**src/rtl/hazard_pkg.sv**
```systemverilog
// hazard_pkg: shared encodings and forwarding helper for the hazard unit
package hazard_pkg;
  typedef enum logic [1:0] {RUN = 2'd0, LU_STALL = 2'd1, JR_WAIT = 2'd2, FLUSH = 2'd3} state_t;
  localparam logic [1:0] FWD_RF = 2'b00;
  localparam logic [1:0] FWD_MEM = 2'b10;
  localparam logic [1:0] FWD_WB = 2'b01;
  localparam logic [4:0] REG0 = 5'd0;
  function automatic logic [1:0] fwd_sel(input logic mem_we, input logic [4:0] mem_rd,
                                         input logic wb_we, input logic [4:0] wb_rd,
                                         input logic [4:0] src);
    return (mem_we && mem_rd != REG0 && mem_rd == src) ? FWD_MEM :
           (wb_we && wb_rd != REG0 && wb_rd == src) ? FWD_WB : FWD_RF;
  endfunction
endpackage

```
**src/rtl/hazard_unit_if.sv**
```systemverilog
// hazard_unit_if: pipeline status in, stall/flush/forward controls out
interface hazard_unit_if #(parameter int CNT_W = 16);
  logic [4:0] id_rs, id_rt, ex_rs, ex_rt, ex_rd, mem_rd, wb_rd;
  logic id_uses_rs, id_uses_rt, id_is_jump, id_is_jr;
  logic ex_regwrite, ex_memtoreg, mem_regwrite, wb_regwrite, mem_pcsrc;
  logic pc_en, if_id_en, if_id_flush, id_ex_flush, ex_mem_flush;
  logic [1:0] fwd_a, fwd_b, state;
  logic [CNT_W-1:0] stall_cnt, flush_cnt;
  logic hazard_err;
  modport master (
    output id_rs, id_rt, ex_rs, ex_rt, ex_rd, mem_rd, wb_rd,
           id_uses_rs, id_uses_rt, id_is_jump, id_is_jr,
           ex_regwrite, ex_memtoreg, mem_regwrite, wb_regwrite, mem_pcsrc,
    input  pc_en, if_id_en, if_id_flush, id_ex_flush, ex_mem_flush,
           fwd_a, fwd_b, state, stall_cnt, flush_cnt, hazard_err
  );
  modport slave (
    input  id_rs, id_rt, ex_rs, ex_rt, ex_rd, mem_rd, wb_rd,
           id_uses_rs, id_uses_rt, id_is_jump, id_is_jr,
           ex_regwrite, ex_memtoreg, mem_regwrite, wb_regwrite, mem_pcsrc,
    output pc_en, if_id_en, if_id_flush, id_ex_flush, ex_mem_flush,
           fwd_a, fwd_b, state, stall_cnt, flush_cnt, hazard_err
  );
endinterface

```
**src/rtl/hz_sat_counter.sv**
```systemverilog
// hz_sat_counter: event counter that sticks at all-ones instead of wrapping
module hz_sat_counter #(parameter int W = 16) (
  input  logic clk,
  input  logic reset,
  input  logic inc,
  output logic [W-1:0] q
);
  // count up on inc, hold once saturated
  always_ff @(posedge clk)
    if (reset) q <= '0;
    else if (inc && q != '1) q <= q + 1'b1;
endmodule

```
**src/rtl/hazard_unit.sv**
```systemverilog
// hazard_unit: stall/flush sequencing, EX forwarding and hazard monitoring
module hazard_unit
  import hazard_pkg::*;
#(
  parameter int CNT_W = 16,
  parameter int MAX_STALL = 4
) (
  input logic clk,
  input logic reset,
  hazard_unit_if.slave hz
);
  localparam int RW = $clog2(MAX_STALL + 1) > 3 ? $clog2(MAX_STALL + 1) : 3;
  logic lu, jrh, stall;
  logic [RW-1:0] run;
  logic err;
  state_t st;
  // hazard detection; register 0 is hardwired so it never creates a dependency
  always_comb begin
    lu = hz.ex_regwrite && hz.ex_memtoreg && hz.ex_rd != REG0 &&
         ((hz.id_uses_rs && hz.ex_rd == hz.id_rs) || (hz.id_uses_rt && hz.ex_rd == hz.id_rt));
    jrh = hz.id_is_jr && hz.id_rs != REG0 &&
          ((hz.ex_regwrite && hz.ex_rd == hz.id_rs) || (hz.mem_regwrite && hz.mem_rd == hz.id_rs));
    stall = (lu || jrh) && !hz.mem_pcsrc;
  end
  // zero-latency pipeline controls; a taken branch squashes stalls and jumps
  always_comb begin
    hz.pc_en = reset || !stall;
    hz.if_id_en = reset || !stall;
    hz.if_id_flush = reset || hz.mem_pcsrc || (hz.id_is_jump && !stall);
    hz.id_ex_flush = reset || hz.mem_pcsrc || stall;
    hz.ex_mem_flush = reset || hz.mem_pcsrc;
    hz.fwd_a = reset ? FWD_RF : fwd_sel(hz.mem_regwrite, hz.mem_rd, hz.wb_regwrite, hz.wb_rd, hz.ex_rs);
    hz.fwd_b = reset ? FWD_RF : fwd_sel(hz.mem_regwrite, hz.mem_rd, hz.wb_regwrite, hz.wb_rd, hz.ex_rt);
  end
  // debug state tracks which hazard class was seen last cycle
  always_ff @(posedge clk)
    if (reset) st <= RUN;
    else st <= hz.mem_pcsrc ? FLUSH : lu ? LU_STALL : jrh ? JR_WAIT : RUN;
  // watchdog: consecutive-stall run length with a sticky error at MAX_STALL
  always_ff @(posedge clk)
    if (reset) begin
      run <= '0;
      err <= 1'b0;
    end else begin
      run <= !stall ? '0 : (run == RW'(MAX_STALL)) ? run : run + 1'b1;
      err <= err || (stall && run == RW'(MAX_STALL - 1));
    end
  assign hz.state = st;
  assign hz.hazard_err = err;
  hz_sat_counter #(.W(CNT_W)) u_stall_cnt (.clk(clk), .reset(reset), .inc(stall), .q(hz.stall_cnt));
  hz_sat_counter #(.W(CNT_W)) u_flush_cnt (.clk(clk), .reset(reset), .inc(hz.mem_pcsrc), .q(hz.flush_cnt));
endmodule

```
**src/flat_wrapper.sv**
```systemverilog
// flat-port wrapper written by rule: the top's interface ports become plain ports
module hazard_unit_flat import hazard_pkg::*;
#(
  parameter int CNT_W = 16,
  parameter int MAX_STALL = 4
)
  (clk, reset, hz_id_rs, hz_id_rt, hz_ex_rs, hz_ex_rt, hz_ex_rd, hz_mem_rd, hz_wb_rd, hz_id_uses_rs, hz_id_uses_rt, hz_id_is_jump, hz_id_is_jr, hz_ex_regwrite, hz_ex_memtoreg, hz_mem_regwrite, hz_wb_regwrite, hz_mem_pcsrc, hz_pc_en, hz_if_id_en, hz_if_id_flush, hz_id_ex_flush, hz_ex_mem_flush, hz_fwd_a, hz_fwd_b, hz_state, hz_stall_cnt, hz_flush_cnt, hz_hazard_err);
  hazard_unit_if #(.CNT_W(CNT_W)) hz_i ();
  input logic clk;
  input logic reset;
  input wire logic [$bits(hz_i.id_rs)-1:0] hz_id_rs;
  input wire logic [$bits(hz_i.id_rt)-1:0] hz_id_rt;
  input wire logic [$bits(hz_i.ex_rs)-1:0] hz_ex_rs;
  input wire logic [$bits(hz_i.ex_rt)-1:0] hz_ex_rt;
  input wire logic [$bits(hz_i.ex_rd)-1:0] hz_ex_rd;
  input wire logic [$bits(hz_i.mem_rd)-1:0] hz_mem_rd;
  input wire logic [$bits(hz_i.wb_rd)-1:0] hz_wb_rd;
  input wire logic [$bits(hz_i.id_uses_rs)-1:0] hz_id_uses_rs;
  input wire logic [$bits(hz_i.id_uses_rt)-1:0] hz_id_uses_rt;
  input wire logic [$bits(hz_i.id_is_jump)-1:0] hz_id_is_jump;
  input wire logic [$bits(hz_i.id_is_jr)-1:0] hz_id_is_jr;
  input wire logic [$bits(hz_i.ex_regwrite)-1:0] hz_ex_regwrite;
  input wire logic [$bits(hz_i.ex_memtoreg)-1:0] hz_ex_memtoreg;
  input wire logic [$bits(hz_i.mem_regwrite)-1:0] hz_mem_regwrite;
  input wire logic [$bits(hz_i.wb_regwrite)-1:0] hz_wb_regwrite;
  input wire logic [$bits(hz_i.mem_pcsrc)-1:0] hz_mem_pcsrc;
  output wire logic [$bits(hz_i.pc_en)-1:0] hz_pc_en;
  output wire logic [$bits(hz_i.if_id_en)-1:0] hz_if_id_en;
  output wire logic [$bits(hz_i.if_id_flush)-1:0] hz_if_id_flush;
  output wire logic [$bits(hz_i.id_ex_flush)-1:0] hz_id_ex_flush;
  output wire logic [$bits(hz_i.ex_mem_flush)-1:0] hz_ex_mem_flush;
  output wire logic [$bits(hz_i.fwd_a)-1:0] hz_fwd_a;
  output wire logic [$bits(hz_i.fwd_b)-1:0] hz_fwd_b;
  output wire logic [$bits(hz_i.state)-1:0] hz_state;
  output wire logic [$bits(hz_i.stall_cnt)-1:0] hz_stall_cnt;
  output wire logic [$bits(hz_i.flush_cnt)-1:0] hz_flush_cnt;
  output wire logic [$bits(hz_i.hazard_err)-1:0] hz_hazard_err;
  assign hz_i.id_rs = hz_id_rs;
  assign hz_i.id_rt = hz_id_rt;
  assign hz_i.ex_rs = hz_ex_rs;
  assign hz_i.ex_rt = hz_ex_rt;
  assign hz_i.ex_rd = hz_ex_rd;
  assign hz_i.mem_rd = hz_mem_rd;
  assign hz_i.wb_rd = hz_wb_rd;
  assign hz_i.id_uses_rs = hz_id_uses_rs;
  assign hz_i.id_uses_rt = hz_id_uses_rt;
  assign hz_i.id_is_jump = hz_id_is_jump;
  assign hz_i.id_is_jr = hz_id_is_jr;
  assign hz_i.ex_regwrite = hz_ex_regwrite;
  assign hz_i.ex_memtoreg = hz_ex_memtoreg;
  assign hz_i.mem_regwrite = hz_mem_regwrite;
  assign hz_i.wb_regwrite = hz_wb_regwrite;
  assign hz_i.mem_pcsrc = hz_mem_pcsrc;
  assign hz_pc_en = hz_i.pc_en;
  assign hz_if_id_en = hz_i.if_id_en;
  assign hz_if_id_flush = hz_i.if_id_flush;
  assign hz_id_ex_flush = hz_i.id_ex_flush;
  assign hz_ex_mem_flush = hz_i.ex_mem_flush;
  assign hz_fwd_a = hz_i.fwd_a;
  assign hz_fwd_b = hz_i.fwd_b;
  assign hz_state = hz_i.state;
  assign hz_stall_cnt = hz_i.stall_cnt;
  assign hz_flush_cnt = hz_i.flush_cnt;
  assign hz_hazard_err = hz_i.hazard_err;
  hazard_unit #(.CNT_W(CNT_W), .MAX_STALL(MAX_STALL)) u_core (.clk(clk), .reset(reset), .hz(hz_i));
endmodule
```
**config.mk**
```make
export PLATFORM = sky130hd
export DESIGN_NAME = hazard_unit_flat
export DESIGN_NICKNAME = d
export VERILOG_FILES = /design/src/rtl/hazard_pkg.sv /design/src/rtl/hazard_unit_if.sv /design/src/rtl/hz_sat_counter.sv /design/src/rtl/hazard_unit.sv /design/src/flat_wrapper.sv
export SDC_FILE = /design/constraint.sdc
export NUM_CORES = 1
export LEC_CHECK = 0
export ABC_AREA = 0
export CORE_MARGIN = 2
export CORE_UTILIZATION = 50
export CTS_BUF_LIST = sky130_fd_sc_hd__clkbuf_4
export DETAILED_ROUTE_END_ITERATION = 7
export PLACE_DENSITY = 0.95
export SLEW_MARGIN = 15
export SYNTH_ARGS = -nofsm -noshare
export SYNTH_HDL_FRONTEND = slang
export SYNTH_HIERARCHICAL = 1
export SYNTH_SLANG_ARGS = --single-unit
```
**constraint.sdc**
```tcl
create_clock -name clk -period 5.4 [get_ports clk]
set_input_delay 0.81 -clock clk [delete_from_list [all_inputs] [get_ports clk]]
set_output_delay 0.81 -clock clk [all_outputs]
set_load 0.005 [all_outputs]
```
==> metrics.md <==
| Metric | Value |
|---|---|
| Status | complete, no violations |
| Grt peak-use layer | met2 |
| Worst setup EP type | primary output |
| WP data required | 4.59 ns |
| Die Area | 5589 µm² |
| Ys async rst share | 0% |
| Cell Area, Synth | 2504 µm² |
| Core footprint | 4786 µm² |
| Die width | 74.76 µm |
| R2R setup slack | 3.33 ns |
| Period utilization | 71.84% |
| Final setup TNS | 0 ns |
| Met3 Resource Use GR | 8.701% |
| R2R cell count | 5 |
| Synthesized netlist cell count | 296 |
| Met1 GRT Util | 26.75% |
| Vias/cell | 5.878 |
| Peak supply drop | 0.0001018 V |
| Worst-path maximum fanout | 8 |
| First-pass GRT wire length | 10.97 mm |
| Detailed-route via count | 2,657 |
| Met2 global-route usage | 44.94% |
| F_max | 0.2578 GHz |
| CTS resizes | 0 |
| Cell area reported after detailed placement | 3446 µm² |
| Yosys reg bits | 38 |
| Hold Fails Final Rpt | 0 |
| Seq/Total Area, Yosys | 30.38% |
| Post-layout instance area | 3547 µm² |
| Wire per inst | 14.85 µm |
| Worst reg2reg endpoint | u_core/u_flush_cnt/q[11] |
| Commonest non-fill, non-tap cells in the layout | clkdlybuf4s50_1, dfxtp_1, xnor2_1 |
| Crit Path Category | in2out |
| Syn. warnings | 6 |
| Post-route ant nets | 0 |
| Worst endpoint data arrival time | 3.07 ns |
| Hold Path Stages | 2 |
| Setup crit start | hz_id_rs[1] |
| GRT Residual Overflow | 0 |
| Final WL | 6.714 mm |
| CTS Sinks | 38 |
| Commonest non-fill, non-tap cell in the layout | clkdlybuf4s50_1 |
| Post-CTS Setup Repair Bufs | 0 |
| Hold Startpoint | u_core/u_flush_cnt/q[7] |
| CTS H-Tree Depth | 2 |
| CTS buffer count | 5 |
| Vias in the first global route | 2,520 |
| Cts-stage hold buffer count | 0 |
| CTS tree | built |
| Chip height | 74.76 µm |
| Syn_nets | 347 |
| Clock Skews | 0.01059 ns |
| Netlist cell types | 44 |
| Hold Crit Class | reg2reg |
| Area grow syn2layout | 41.68% |
| Final Wtd Congestion | 0.8839 |
| Post-synth EDFFs | 0 |
| DP Worst Slack | 1.541 ns |
| Layout cells sized above 1 | 5.455% |
| Pwr per Cell Area | 176.0 nW/µm² |
| RSZ-0062 raised after global routing | false |
| P_leak | 1.175 nW |
| Total GRT Usage | 25.26% |
| Clock root cell | clkbuf_4 |
| HPWL Detailed | 5.163 mm |
| Final worst slack | 1.521 ns |
| Final nets | 435 |
| DRC Markers | 0 |
| MaxCap Viol Count | 0 |
| # setup viols final | 0 |
| PortBufs | 89 |
| Avg Cell Area, Syn | 8.458 µm² |
| Final Slew Violations | 0 |
| First-pass DRT Iterations | 4 |
| Worst r2r src | u_core/u_flush_cnt/q[0] |
| Skew-Pair Late Insertion Delay | 0.35 ns |
| Slew @ Worst Pin | 0.8154 ns |
| Min Tclk post-route | 3.879 ns |
| Longest Clk Path Bufs | 2 |
| Hold EP | u_core/u_flush_cnt/q[7] |
| Largest net degree at the start of global routing | 41 |
| Starting Density | 52.31% |
| Max_slew headroom | 45.23% |
| # diodes | 0 |
| Initial antenna violation count | 0 |
| Startpoint types | input pin |
| Worst-path clk slew | 0.11 ns |
| DRT iter0 DRCs | 142 |
| Count of boundary I/O pins | 90 |
| FP Rows | 25 |
| Main synth FF type | dfxtp_1 |
==> where the power goes <==
part | internal (mW) | switching (mW) | leakage (nW)
clock network | 0.143 | 0.0980 | 0.0528
logic | 0.0571 | 0.0422 | 0.815
registers | 0.282 | 0.00197 | 0.307
total | 0.482 | 0.142 | 1.17
==> logic make-up (layout without fill, tap and decap cells) <==
family | count (synthesis) | count (layout) | synth area share, %
and+or+nand+nor | 129 | 129 | 32.13
AOI/OAI and AO/OA | 58 | 58 | 15.49
xor gates and xnor gates | 40 | 40 | 13.99
DFF | 38 | 38 | 30.38
buffers and inverters | 21 | 110 | 3.398
adders and majority gates | 5 | 5 | 2.499
muxes | 5 | 5 | 2.099
==> cells in the mapped netlist (4+ instances only) <==
cell       n  area share [%]
o31ai_1   12             3.6
ha_1       5             2.5
inv_1     12             1.8
xnor2_1   30              10
nand4_1    8             2.0
nor2b_1    4             1.0
dfxtp_1   38              30
a21oi_1   21             4.2
nand2_1   20             3.0
nor3_1    12             2.4
nor4_1     6             1.5
or4_1     19             5.7
and4_1     6             2.1
clkbuf_1   4            0.60
nand3_1   17             3.4
or3_1      7             1.7
nor2_1    15             2.2
xor2_1    10             3.5
o21ai_0    8             1.6
==> layer usage <==
metal | part of all wire, % | wire (µm)
met1 | 38 | 2552
met2 | 51 | 3438
met3 | 8.3 | 558
met4 | 2.5 | 165
met5 | 0 | 0
==> how the worst max path moves through the flow <==
stage	endpoint	slack (ns)	depth (start not counted)
floorplan	hz_pc_en	2.56	5
global placement	hz_fwd_a[0]	1.62	7
detailed placement	hz_pc_en	1.54	6
CTS	hz_pc_en	1.53	6
global route	hz_if_id_en	1.45	6
finish	hz_pc_en	1.52	6
==> critical path, cell delays in order <==
cell and delay (ns):
clkdlybuf4s50_1 0.48, or4_1 0.56, o21a_1 0.23, a22oi_4 0.28, nand2b_1 0.17, clkdlybuf4s50_1 0.53
==> through the flow <==
stage	hold slack [ns]	utilization [%]	instances	power, mW
floorplan	0.4547	-	296	0.3307
global placement	0.4981	72.00	444	0.3866
detailed placement	0.5275	72.00	444	0.3895
CTS	0.5449	74.12	452	0.6289
global route	0.5756	74.12	452	0.6477
finish	0.5492	74.12	452	0.6244
==> area by class of cell <==
type | instances | area [µm²]
multi-input cells | 237 | 1658
fillers | 352 | 1239
repair buffers | 90 | 898.4
flip-flops and latches | 38 | 760.7
well taps | 67 | 83.83
clock inverters | 3 | 63.81
inverters | 12 | 45.04
clock buffers | 5 | 37.54
==> flip-flops by register name, summed over array words and instances, names as in the netlist <==
register	cells
u_core/hz.hazard_err	1
u_core/run	3
u_core/u_flush_cnt/q	16
u_core/hz.state	2
u_core/u_stall_cnt/q	16
Power figures use the tool's default switching activity.
